==> config.mk <==
export PLATFORM = sky130hd
export DESIGN_NAME = processor_control_unit
export DESIGN_NICKNAME = d
export VERILOG_FILES = /design/src/rtl/processor_control_unit.sv
export SDC_FILE = /design/constraint.sdc
export NUM_CORES = 1
export LEC_CHECK = 0
export BUFFER_PORTS_ARGS = -buffer_cell sky130_fd_sc_hd__buf_2
export CAP_MARGIN = 5
export CORE_MARGIN = 4
export CORE_UTILIZATION = 30
export CTS_CLUSTER_DIAMETER = 50
export CTS_CLUSTER_SIZE = 10
export DETAILED_ROUTE_END_ITERATION = 7
export PLACE_DENSITY = 0.57
export SETUP_SLACK_MARGIN = 0.1
export SYNTH_ARGS = -nofsm -noshare
export SYNTH_HDL_FRONTEND = slang
export SYNTH_SLANG_ARGS = --single-unit
==> constraint.sdc <==
create_clock -name Clk -period 1.4 [get_ports Clk]
set_input_delay 0.21 -clock Clk [delete_from_list [all_inputs] [get_ports Clk]]
set_output_delay 0.21 -clock Clk [all_outputs]
set_load 0.02 [all_outputs]
==> src/rtl/processor_control_unit.sv <==
// processor_control_unit
// Instruction-sequencing FSM for the 8-bit, four-register processor.
// Fetches an instruction from DIN when Run is high in T0, then steps through
// T1..T3 as needed, driving bus select, register/ALU load enables, ALU mode
// and a one-cycle Done pulse on the final timestep.
// Outputs are Moore-style: decoded combinationally from state and IR only.

module processor_control_unit (
  input  logic       Clk,
  input  logic       Reset,
  input  logic       Run,
  input  logic [7:0] DIN,
  output logic [5:0] S,
  output logic       R0in,
  output logic       R1in,
  output logic       R2in,
  output logic       R3in,
  output logic       Ain,
  output logic       Gin,
  output logic       Mode,
  output logic       Done,
  output logic [7:0] IR
);

  typedef enum logic [1:0] {
    T0 = 2'd0,
    T1 = 2'd1,
    T2 = 2'd2,
    T3 = 2'd3
  } state_t;

  typedef enum logic [1:0] {
    OP_MV  = 2'b00,
    OP_MVI = 2'b01,
    OP_ADD = 2'b10,
    OP_SUB = 2'b11
  } opcode_t;

  localparam logic [5:0] SEL_G   = 6'b000001;
  localparam logic [5:0] SEL_DIN = 6'b100000;

  state_t     r_state;
  logic [7:0] r_ir;

  opcode_t    w_op;
  logic [1:0] w_x;
  logic [1:0] w_y;
  logic [3:0] w_rin;
  logic [5:0] w_sel;
  logic       w_ain;
  logic       w_gin;
  logic       w_mode;
  logic       w_done;

  // One-hot bus select for a general register index.
  function automatic logic [5:0] f_reg_sel(input logic [1:0] idx);
    logic [5:0] sel;
    sel = '0;
    sel[int'(idx) + 1] = 1'b1;
    return sel;
  endfunction

  // One-hot write enable for a general register index.
  function automatic logic [3:0] f_reg_en(input logic [1:0] idx);
    logic [3:0] en;
    en = '0;
    en[idx] = 1'b1;
    return en;
  endfunction

  // IR bits [7:6] are reserved; only opcode and register fields are decoded.
  assign w_op = opcode_t'(r_ir[5:4]);
  assign w_x  = r_ir[3:2];
  assign w_y  = r_ir[1:0];

  // State sequencing and instruction fetch; reset aborts any instruction.
  always_ff @(posedge Clk) begin
    if (Reset) begin
      r_state <= T0;
      r_ir    <= '0;
    end else begin
      case (r_state)
        T0: begin
          if (Run) begin
            r_ir    <= DIN;
            r_state <= T1;
          end
        end
        T1: begin
          if (w_op == OP_ADD || w_op == OP_SUB) begin
            r_state <= T2;
          end else begin
            r_state <= T0;
          end
        end
        T2:      r_state <= T3;
        T3:      r_state <= T0;
        default: r_state <= T0;
      endcase
    end
  end

  // Control decode from current timestep and instruction.
  always_comb begin
    w_sel  = SEL_DIN;
    w_rin  = '0;
    w_ain  = 1'b0;
    w_gin  = 1'b0;
    w_mode = 1'b0;
    w_done = 1'b0;
    case (r_state)
      T1: begin
        case (w_op)
          OP_MV: begin
            w_sel  = f_reg_sel(w_y);
            w_rin  = f_reg_en(w_x);
            w_done = 1'b1;
          end
          OP_MVI: begin
            w_sel  = SEL_DIN;
            w_rin  = f_reg_en(w_x);
            w_done = 1'b1;
          end
          default: begin
            w_sel = f_reg_sel(w_x);
            w_ain = 1'b1;
          end
        endcase
      end
      T2: begin
        w_sel  = f_reg_sel(w_y);
        w_gin  = 1'b1;
        w_mode = (w_op == OP_SUB);
      end
      T3: begin
        w_sel  = SEL_G;
        w_rin  = f_reg_en(w_x);
        w_done = 1'b1;
      end
      default: ;
    endcase
  end

  assign S    = w_sel;
  assign R0in = w_rin[0];
  assign R1in = w_rin[1];
  assign R2in = w_rin[2];
  assign R3in = w_rin[3];
  assign Ain  = w_ain;
  assign Gin  = w_gin;
  assign Mode = w_mode;
  assign Done = w_done;
  assign IR   = r_ir;

endmodule

==> results.toml <==
[finish]
layout_commonest_cell = "buf_2"
drive_above_1_share_pct = 64.5
final_area_mm2 = 0.00103
area_growth_pct = 104
multiInputGateArea_um2 = 378
mostFrequentLayoutCells = "buf_2 (18), buf_4 (15), buf_6 (14), nor2_1 (10), mux2i_1 (8)"
final_nets = 122
diodes = 0
regArea_um2 = 210
n_fill_cell = 131

[worst_setup_path]
max_stage_delay_ns = 0.36
crit_path_end_kind = "output pin"
crit_family = "compound AO/OA/AOI/OAI gates"
critPathKind = "flop to output pin"
crit_fanout = 3
cp.arrival_ns = 1.48
critPathLaunchType = "flop"
crit_slowest_cell = "dfxtp_4"
path_cells = "or2b_1 -> o31a_1 -> o32ai_2 -> buf_4"
cp.buffers_inverters = 1
worstPathRequired_ns = 1.19
r2r_slack_ns = 0.07

[routing]
final_antenna_net_count = 0
viasPerCell = 4.83
firstDrtPassIters = 4
dr_total_vias = 609
wl_per_cell_um = 12.9
routed_wl_um = 1620
drc_errors = 0
first_iter_violations = 4

[placed_design]
dpl_cell_area_um2 = 785
dp_hpwl_um = 1140
gp_congestion = 0.751
dp_slack_ns = -0.0341
portBuffers = 32

[sta]
final-hold-violation-count = 0
max_slew_margin_pct = 79.2
report.final.setup_viol = 11
timing.final.ws_setup_ns = -0.287
finalSetupTns_ns = -1.56
fin_crit_sh_pct = 121
timing.fmax_ghz = 0.593
rsz0062_at_grt = "yes"
fin_skew_ns = 0.00507
worstMarginPinSlew_ns = 0.311
fin_crit_ns = 1.69
drv_slew = 0

[cts]
insertion_delay_ns = 0.26
ctsHoldBuffers = 0
root_buffer = "clkbuf_4"
cts_tree = "built"
cts_max_level = 1
clkTransAtPathRegs_ns = 0.06
cts_sinks = 10
cts_inserted_buffers = 3
cts_buffer_depth = 2

[floorplanning]
die_area_mm2 = 0.00240
die_h_um = 49.0
ios = 33
placeableCoreArea_mm2 = 0.00154
die_w_um = 49.0
rows = 14
initial_core_util_pct = 32.7

[logic_synthesis]
syn_area_um2 = 504
syn-mean-instance-area_um2 = 8.27
yosysSeqAreaShare_pct = 39.7
syn_nets = 72
synthTopCellsByArea = "dfxtp_1 (40%), mux2i_1 (16%), nor2_1 (9.7%)"
yosysUniqueCellTypes = 19
synth_top_area_share_pct = 39.7
synth.ff_latch_count = 10
netlist_instances = 61
synth_area_leader_cell = "dfxtp_1"
yosys_warnings = 0

[power]
cellPowerDensity_mw_per_mm2 = 800
vdd_drop_max_mv = 0.628
p_leak_nw = 0.484
p_total_mw = 0.822

[global_routing]
track_usage_pct = 13.1
gr-total-overflow = 0
antenna_found_initial = 0
grt_max_degree = 11
grt_pass1_wl_um = 2500
grt_pass1_vias = 565

[worst_hold_path]
hp-class = "input port to flop"

[flow_run]
cap_violations = 0

[outcome]
violations = "negative setup slack"
outcome = "finished, violations left"
==> tightest hold or removal path: cells and delay by family <==
family | cells | cell delay [ns]
buffers and inverters | 1 | 0.07
AND/OR/NAND/NOR | 1 | 0.07
multiplexers | 1 | 0.05
==> synth_stat cells <==
library cell	count
o31a_1	1
a21oi_1	3
or2b_1	1
nor3_1	2
nand3b_1	1
mux2i_1	8
o32ai_1	4
dfxtp_1	10
and2_1	1
and3_1	1
inv_1	6
nand2b_1	3
nor2_1	13
nand2_1	2
clkbuf_1	1
nor4_1	1
nor3b_1	1
o21ai_0	1
buf_4	1
==> repair_timing <==
item,CTS,global route
gates resized for setup,21,29
setup buffers,1,5
setup endpoints to repair,13,21
endpoints found under the hold margin,0,0
pin swaps,1,7
==> cell families (layout without fill, tap and decap cells) <==
logic type	Yosys count	count (layout)	share of synthesized area [%]
compound gates	9	9	12.7
simple gates	26	26	25.1
buf+inv	8	57	6.70
flops	10	10	39.7
mux	8	8	15.9
==> area by class of cell <==
class	count	area share [%]
Timing Repair Buffer	47	35.1
Clock buffer	4	3.53
Tap cell	16	1.95
Sequential cell	10	20.5
Inverter	6	2.19
Multi-Input combinational cell	43	36.8
==> where the power goes <==
group / switching (mW) / total [mW] / internal (mW)
clock network: 0.0923 / 0.250 / 0.158
registers: 0.0223 / 0.324 / 0.302
logic: 0.128 / 0.248 / 0.120
total: 0.242 / 0.822 / 0.579
==> metrics by stage <==
stage	hold WS, ns	utilization [%]	cells
floorplan	0.357	-	61
global placement	0.442	50.9	116
detailed placement	0.452	50.9	116
CTS	0.174	57.5	121
global route	0.191	66.6	126
finish	0.182	66.6	126
==> metal layers <==
layer / vias up / global-route usage (%) / part of all wire [%]
li1: 309 / - / -
met1: 275 / 16.8 / 44
met2: 23 / 20.2 / 47
met3: 2 / 3.98 / 8.1
met4: 0 / 5.38 / 0.37
met5: - / 0 / 0
==> state kept, by name (all words and copies together) (netlist names), named ones only <==
register and count:
IR 8, r_state 1
==> path summary, 6_finish.rpt <==
check	start	end	depth (start not counted)
worst min register to register	IR[7]$_SDFFE_PP0P_	IR[7]$_SDFFE_PP0P_	2
worst max register to register	flop	flop	5
worst max-delay path	r_state[0]$_SDFFE_PP0P_	S[2]	4
worst min-delay path	DIN[7]	IR[7]$_SDFFE_PP0P_	3
(Power assumes the default switching activity.)
